`src/rtl/t03_nes_pkg.sv`:
```
// t03_nes_pkg: poll FSM states, button bit indices and pad width shared by the NES pad reader
package t03_nes_pkg;
  typedef enum logic [2:0] {IDLE, LATCH, LOW, HIGH, DONE} nes_state_t;
  localparam int NES_BITS = 8;
  localparam int BTN_A = 0, BTN_B = 1, BTN_SELECT = 2, BTN_START = 3;
  localparam int BTN_UP = 4, BTN_DOWN = 5, BTN_LEFT = 6, BTN_RIGHT = 7;
endpackage

```
`src/rtl/nes_sync.sv`:
```
// nes_sync: 2-flop synchronizer for an active-low pad line; resets to 1 (released)
module nes_sync (
  input  logic clk,
  input  logic rst,
  input  logic d,
  output logic q
);
  logic m;
  always_ff @(posedge clk or posedge rst)
    if (rst) {q, m} <= 2'b11;
    else {q, m} <= {m, d};
endmodule

```
`src/rtl/nes_pad_reader.sv`:
```
// nes_pad_reader: polls two NES pads over a shared latch/pulse bus and commits an 8+8 button snapshot.
// Define NES_DEBOUNCE_EN to commit a pad's byte only when two consecutive frames agree.
module nes_pad_reader import t03_nes_pkg::*; #(
  parameter int LATCH_CYCLES = 120,
  parameter int HALF_CYCLES  = 60,
  parameter int POLL_CYCLES  = 166667
) (
  input  logic        clk,
  input  logic        rst,
  input  logic        p1_serial,
  input  logic        p2_serial,
  output logic        nes_latch,
  output logic        nes_pulse,
  output logic [31:0] nes_data,
  output logic        nes_confirm,
  output logic        nes_update
);
  localparam int PW = $clog2(POLL_CYCLES);
  localparam int CW = $clog2(LATCH_CYCLES > HALF_CYCLES ? LATCH_CYCLES : HALF_CYCLES);
  localparam int IW = $clog2(NES_BITS);
  nes_state_t state, nstate;
  logic [PW-1:0] poll_cnt;
  logic [CW-1:0] cyc;
  logic [IW-1:0] idx;
  logic [NES_BITS-1:0] cap1, cap2;
  logic s1, s2, wrap, last_latch, last_half, commit, both_ok;
  logic [31:0] new_data;
  nes_sync u_sync1 (.clk(clk), .rst(rst), .d(p1_serial), .q(s1));
  nes_sync u_sync2 (.clk(clk), .rst(rst), .d(p2_serial), .q(s2));
  always_comb begin
    wrap       = poll_cnt == PW'(POLL_CYCLES - 1);
    last_latch = cyc == CW'(LATCH_CYCLES - 1);
    last_half  = cyc == CW'(HALF_CYCLES - 1);
    commit     = state == DONE;
    nstate     = state;
    unique case (state)
      IDLE:    if (wrap) nstate = LATCH;
      LATCH:   if (last_latch) nstate = LOW;
      LOW:     if (last_half) nstate = idx == IW'(BTN_RIGHT) ? DONE : HIGH;
      HIGH:    if (last_half) nstate = LOW;
      DONE:    nstate = IDLE;
      default: nstate = IDLE;
    endcase
  end
`ifdef NES_DEBOUNCE_EN
  logic [NES_BITS-1:0] prev1, prev2;
  logic prev_vld, m1, m2;
  always_comb begin
    m1       = prev_vld && cap1 == prev1;
    m2       = prev_vld && cap2 == prev2;
    both_ok  = m1 && m2;
    new_data = {16'h0, m2 ? cap2 : nes_data[15:8], m1 ? cap1 : nes_data[7:0]};
  end
  always_ff @(posedge clk or posedge rst)
    if (rst) {prev_vld, prev2, prev1} <= '0;
    else if (commit) {prev_vld, prev2, prev1} <= {1'b1, cap2, cap1};
`else
  always_comb begin
    both_ok  = 1'b1;
    new_data = {16'h0, cap2, cap1};
  end
`endif
  always_ff @(posedge clk or posedge rst)
    if (rst) begin
      state       <= IDLE;
      poll_cnt    <= '0;
      cyc         <= '0;
      idx         <= '0;
      cap1        <= '0;
      cap2        <= '0;
      nes_latch   <= 1'b0;
      nes_pulse   <= 1'b0;
      nes_data    <= '0;
      nes_confirm <= 1'b0;
      nes_update  <= 1'b0;
    end else begin
      state      <= nstate;
      poll_cnt   <= wrap ? '0 : poll_cnt + 1'b1;
      cyc        <= nstate != state ? '0 : cyc + 1'b1;
      nes_latch  <= nstate == LATCH;
      nes_pulse  <= nstate == HIGH;
      nes_update <= commit && new_data != nes_data;
      if (state == LATCH) idx <= IW'(BTN_A);
      else if (state == HIGH && last_half) idx <= idx + 1'b1;
      // first-sampled bit (A) ends up in bit 0
      if (state == LOW && last_half) begin
        cap1 <= {~s1, cap1[NES_BITS-1:1]};
        cap2 <= {~s2, cap2[NES_BITS-1:1]};
      end
      if (commit) begin
        nes_data    <= new_data;
        nes_confirm <= nes_confirm | both_ok;
      end
    end
endmodule

```
`config.mk`:
```
export PLATFORM = sky130hd
export DESIGN_NAME = nes_pad_reader
export DESIGN_NICKNAME = d
export VERILOG_FILES = /design/src/rtl/t03_nes_pkg.sv /design/src/rtl/nes_sync.sv /design/src/rtl/nes_pad_reader.sv
export SDC_FILE = /design/constraint.sdc
export NUM_CORES = 1
export LEC_CHECK = 0
export BUFFER_PORTS_ARGS = -buffer_cell sky130_fd_sc_hd__buf_2
export CAP_MARGIN = 20
export CORE_MARGIN = 2
export CORE_UTILIZATION = 65
export CTS_BUF_LIST = sky130_fd_sc_hd__clkbuf_4 sky130_fd_sc_hd__clkbuf_8
export CTS_CLUSTER_DIAMETER = 120
export DETAILED_ROUTE_END_ITERATION = 16
export GPL_TIMING_DRIVEN = 0
export HOLD_SLACK_MARGIN = 0.1
export PLACE_DENSITY = 0.88
export SETUP_SLACK_MARGIN = 0.3
export SYNTH_ARGS = -nofsm -noshare
export SYNTH_HDL_FRONTEND = slang
export SYNTH_HIERARCHICAL = 1
export SYNTH_SLANG_ARGS = --single-unit
```
`constraint.sdc`:
```
create_clock -name clk -period 5.4 [get_ports clk]
set_input_delay 0.54 -clock clk [delete_from_list [all_inputs] [get_ports clk]]
set_output_delay 0.54 -clock clk [all_outputs]
set_load 0.005 [all_outputs]
```
==> impl_results.rst <==
.. list-table::
   :header-rows: 1

   * - Metric
     - Value
   * - Number of levels in the clock H-tree
     - 3
   * - Port bufs
     - 23
   * - Final Wtd Congestion
     - between 0.8 and 0.9
   * - Post-synthesis average cell area
     - roughly 12 um2
   * - Total wire length after detailed routing
     - between 5000 and 6000 um
   * - Data required time at the worst endpoint
     - 5.61 ns
   * - Mapped Area
     - 0.00334 mm2
   * - Crit path setup slack, layout
     - about 3.3 ns
   * - Final setup violation count
     - 0
   * - Most used standard cell by instance count after synthesis
     - dfrtp_1
   * - Post-layout min period
     - around 2.1 ns
   * - Setup slack after placement
     - between 3 and 4 ns
   * - Area of the die
     - ~0.0057 mm2
   * - Static Leak
     - between 0.0015 and 0.002 uW
   * - Area grow syn2layout
     - 14.2%
   * - Largest cells by area after synthesis
     - dfrtp_1 50%, mux2_1 5.4%, mux2_2 5.1%, xnor2_1 4.7%, xor2_1 4.5%
   * - Final-layout setup total negative slack
     - 0 ns
   * - Boundary pin count
     - 40
   * - Gr ovfl total
     - 0
   * - Post-Layout Cell Count
     - 404
   * - Placed wire-length estimate after detailed placement
     - about 4200 um
   * - GRT Resource Usage Total
     - 0.233
   * - Yosys top cell area share
     - 0.502
   * - Arr. time, crit path
     - ~2.3 ns
   * - Setup repair after global routing missed its margin
     - false
   * - Iter 0 DRT Violations
     - about 110
   * - # placed instances
     - roughly 390
   * - Kind of critical path
     - flop to flop
   * - Worst-case clock buffer depth
     - 2
   * - CTS buffer count
     - 9
   * - Least-Margin Pin Slew
     - 0.781 ns
   * - Library cell occupying the most area in the post-synthesis netlist
     - dfrtp_1
   * - Number of placement rows
     - 26
   * - Most used DFF post-synth
     - dfrtp_1
   * - Clk Tree Root Cell
     - clkbuf_8
   * - Fmax
     - between 400 and 500 MHz
   * - Clock latency at the later pin of the worst-skew pair
     - between 0.3 and 0.4 ns
   * - Highest ir drop seen on vdd
     - ~0.00016 V
   * - Die Span Y
     - between 70 and 80 um
   * - Fraction of registers with async set or reset after synthesis
     - 1.00
   * - Classification of the worst-slack hold path
     - input port to async pin
   * - Antenna viol nets, final
     - 0
   * - Detailed-route via count
     - around 2200
   * - TritonCTS clock tree
     - done
   * - Max-slew violations
     - 0
   * - Launching element type of the critical path
     - flop
   * - Number of hold violations in the final report
     - 0
   * - Count of instances resized after the clock tree is built
     - 0
   * - Clock slew seen by the registers of the worst setup and hold paths
     - 0.07 ns
   * - Diode count
     - 0
   * - Fraction of layout instances using a drive strength above 1
     - 0.263
   * - CP Max Fanout
     - 10
   * - Average wire length per cell after detail routing
     - around 15 um
   * - Number of DRC violations after detailed routing
     - 0
   * - Maximum number of pins on one net before global-route repair
     - 37
   * - Worst clock skew on the final layout
     - 0.00617 ns
   * - Number of warning messages in the yosys log
     - 6
   * - # clock sinks
     - 71
   * - EDFF count, synth
     - 0
   * - Core area
     - roughly 0.0050 mm2
   * - Die width
     - between 70 and 80 um
   * - Vias per cell
     - approximately 5.4
   * - Overall power
     - 963 uW
   * - Fillcell total
     - about 350
   * - Nets
     - 338
   * - Count of different cell masters after synthesis
     - 46
   * - Length of the first detailed-routing pass in iterations
     - 4
   * - Post-CTS setup repair buffer count
     - 0
   * - Initial antenna violation count
     - 0
   * - CTS Hold Bufs
     - 0
   * - Number of global-route vias before repair
     - 2111
   * - CP endpoint kind
     - flop
   * - Count of mapped cells out of synthesis
     - between 200 and 300
   * - Worst slew margin relative to its limit
     - 0.477
   * - Result of the run
     - finished clean
   * - Wire length of the first global-routing pass
     - a little under 10000 um
   * - Period utilization
     - 0.394
   * - Starting density of the core
     - 0.663
   * - Commonest cells in the synthesized netlist
     - 67 x dfrtp_1, 19 x buf_4, 18 x xnor2_1
   * - Power per standard cell area
     - about 250 mW/mm2
   * - Yosys reg bits
     - between 70 and 80
   * - Fraction of the yosys area taken by sequential cells
     - 0.533
   * - Max-capacitance violation count
     - 0
[layer usage]
layer,up-vias,share of wire,global-route usage
met4,0,0.023,0.119
met3,11,0.032,0.0423
li1,1050,-,-
met1,1081,0.43,0.293
met2,47,0.51,0.388
met5,-,0,0
[flip-flops by register name, summed over array words and instances (netlist names)]
name	cells
poll_cnt	18
nes_data	16
cap1	8
cap2	8
cyc	7
idx	3
state	3
nes_confirm	1
nes_latch	1
nes_pulse	1
nes_update	1
u_sync1/m	1
u_sync1/q	1
u_sync2/m	1
u_sync2/q	1
[critical path: stages, from the launching register on]
cell	delay, ns
dfrtp_1	0.40
clkbuf_1	0.23
nor3_2	0.69
buf_4	0.32
mux2_1	0.36
[area by class of cell]
cell class	instances	area (um2)	area share
well taps	70	87.6	0.0230
flip-flops and latches	71	1780	0.467
plain buffers	22	156	0.0410
multi-input cells	194	1430	0.376
repair buffers	24	135	0.0354
inverters	7	26.3	0.00689
clock buffers	16	195	0.0512
[cell usage in the layout (no fill, tap or decap), types with 2 or more instances in the layout]
master / instances
a21oi_1: 4
dfrtp_1: 67
dfstp_2: 4
nor4b_1: 3
and3_1: 6
a22o_1: 5
nand4_1: 5
nand2_1: 13
buf_2: 25
clkbuf_4: 4
a31oi_1: 2
nor2_1: 14
inv_1: 6
buf_4: 19
nor4_1: 2
xnor2_1: 18
mux2i_1: 3
nand3_1: 13
clkbuf_8: 12
or2_2: 2
conb_1: 16
mux2_1: 16
a211oi_1: 7
mux2_2: 15
nand2b_1: 2
o21ai_0: 2
xor2_1: 17
nor3b_1: 2
ha_1: 5
nor3_1: 5
[report_power, final]
part	switching, uW	leakage (uW)	internal [uW]	total [uW]
Combinational	14.6	0.000938	9.65	24.3
Sequential	0.416	0.000950	534	535
Clock	179	0.000105	226	404
[kinds of logic after synthesis]
kind of cell / after synthesis / synth area share
AND/OR/NAND/NOR: 77 / 0.128
flip-flops: 71 / 0.533
XOR/XNOR: 35 / 0.0918
multiplexers: 34 / 0.113
buffers and inverters: 29 / 0.0547
AO/OA/AOI/OAI: 27 / 0.0584
adder cells (fa/ha/maj): 5 / 0.0187
other: 1 / 0.00112
[final timing paths]
kind | endpoint | startpoint | slack, ns | depth (start not counted)
worst min-delay path | u_sync1/q$_DFF_PP1_ | rst | 0.24 | 2
worst min register to register | u_sync1/q$_DFF_PP1_ | u_sync1/m$_DFF_PP1_ | 0.35 | 0
worst max-delay path | nes_data[2]$_DFFE_PP0P_ | state[0]$_DFF_PP0_ | 3.27 | 4
worst max register to register | nes_data[2]$_DFFE_PP0P_ | state[0]$_DFF_PP0_ | 3.27 | 4
max in group asynchronous | nes_update$_DFF_PP0_ | rst | 4.48 | 3
min in group clk | u_sync1/m$_DFF_PP1_ | p1_serial | 0.30 | 1
[per-stage QoR]
stage / area (um2) / hold slack [ns] / utilization
detailed placement: 3620 / 0.347 / 0.718
floorplan: 3400 / 0.345 / -
global route: 3810 / 0.237 / 0.757
global placement: 3600 / 0.346 / 0.714
CTS: 3810 / 0.225 / 0.757
finish: 3810 / 0.236 / 0.757
No activity file was read; power rests on OpenSTA's default activity.
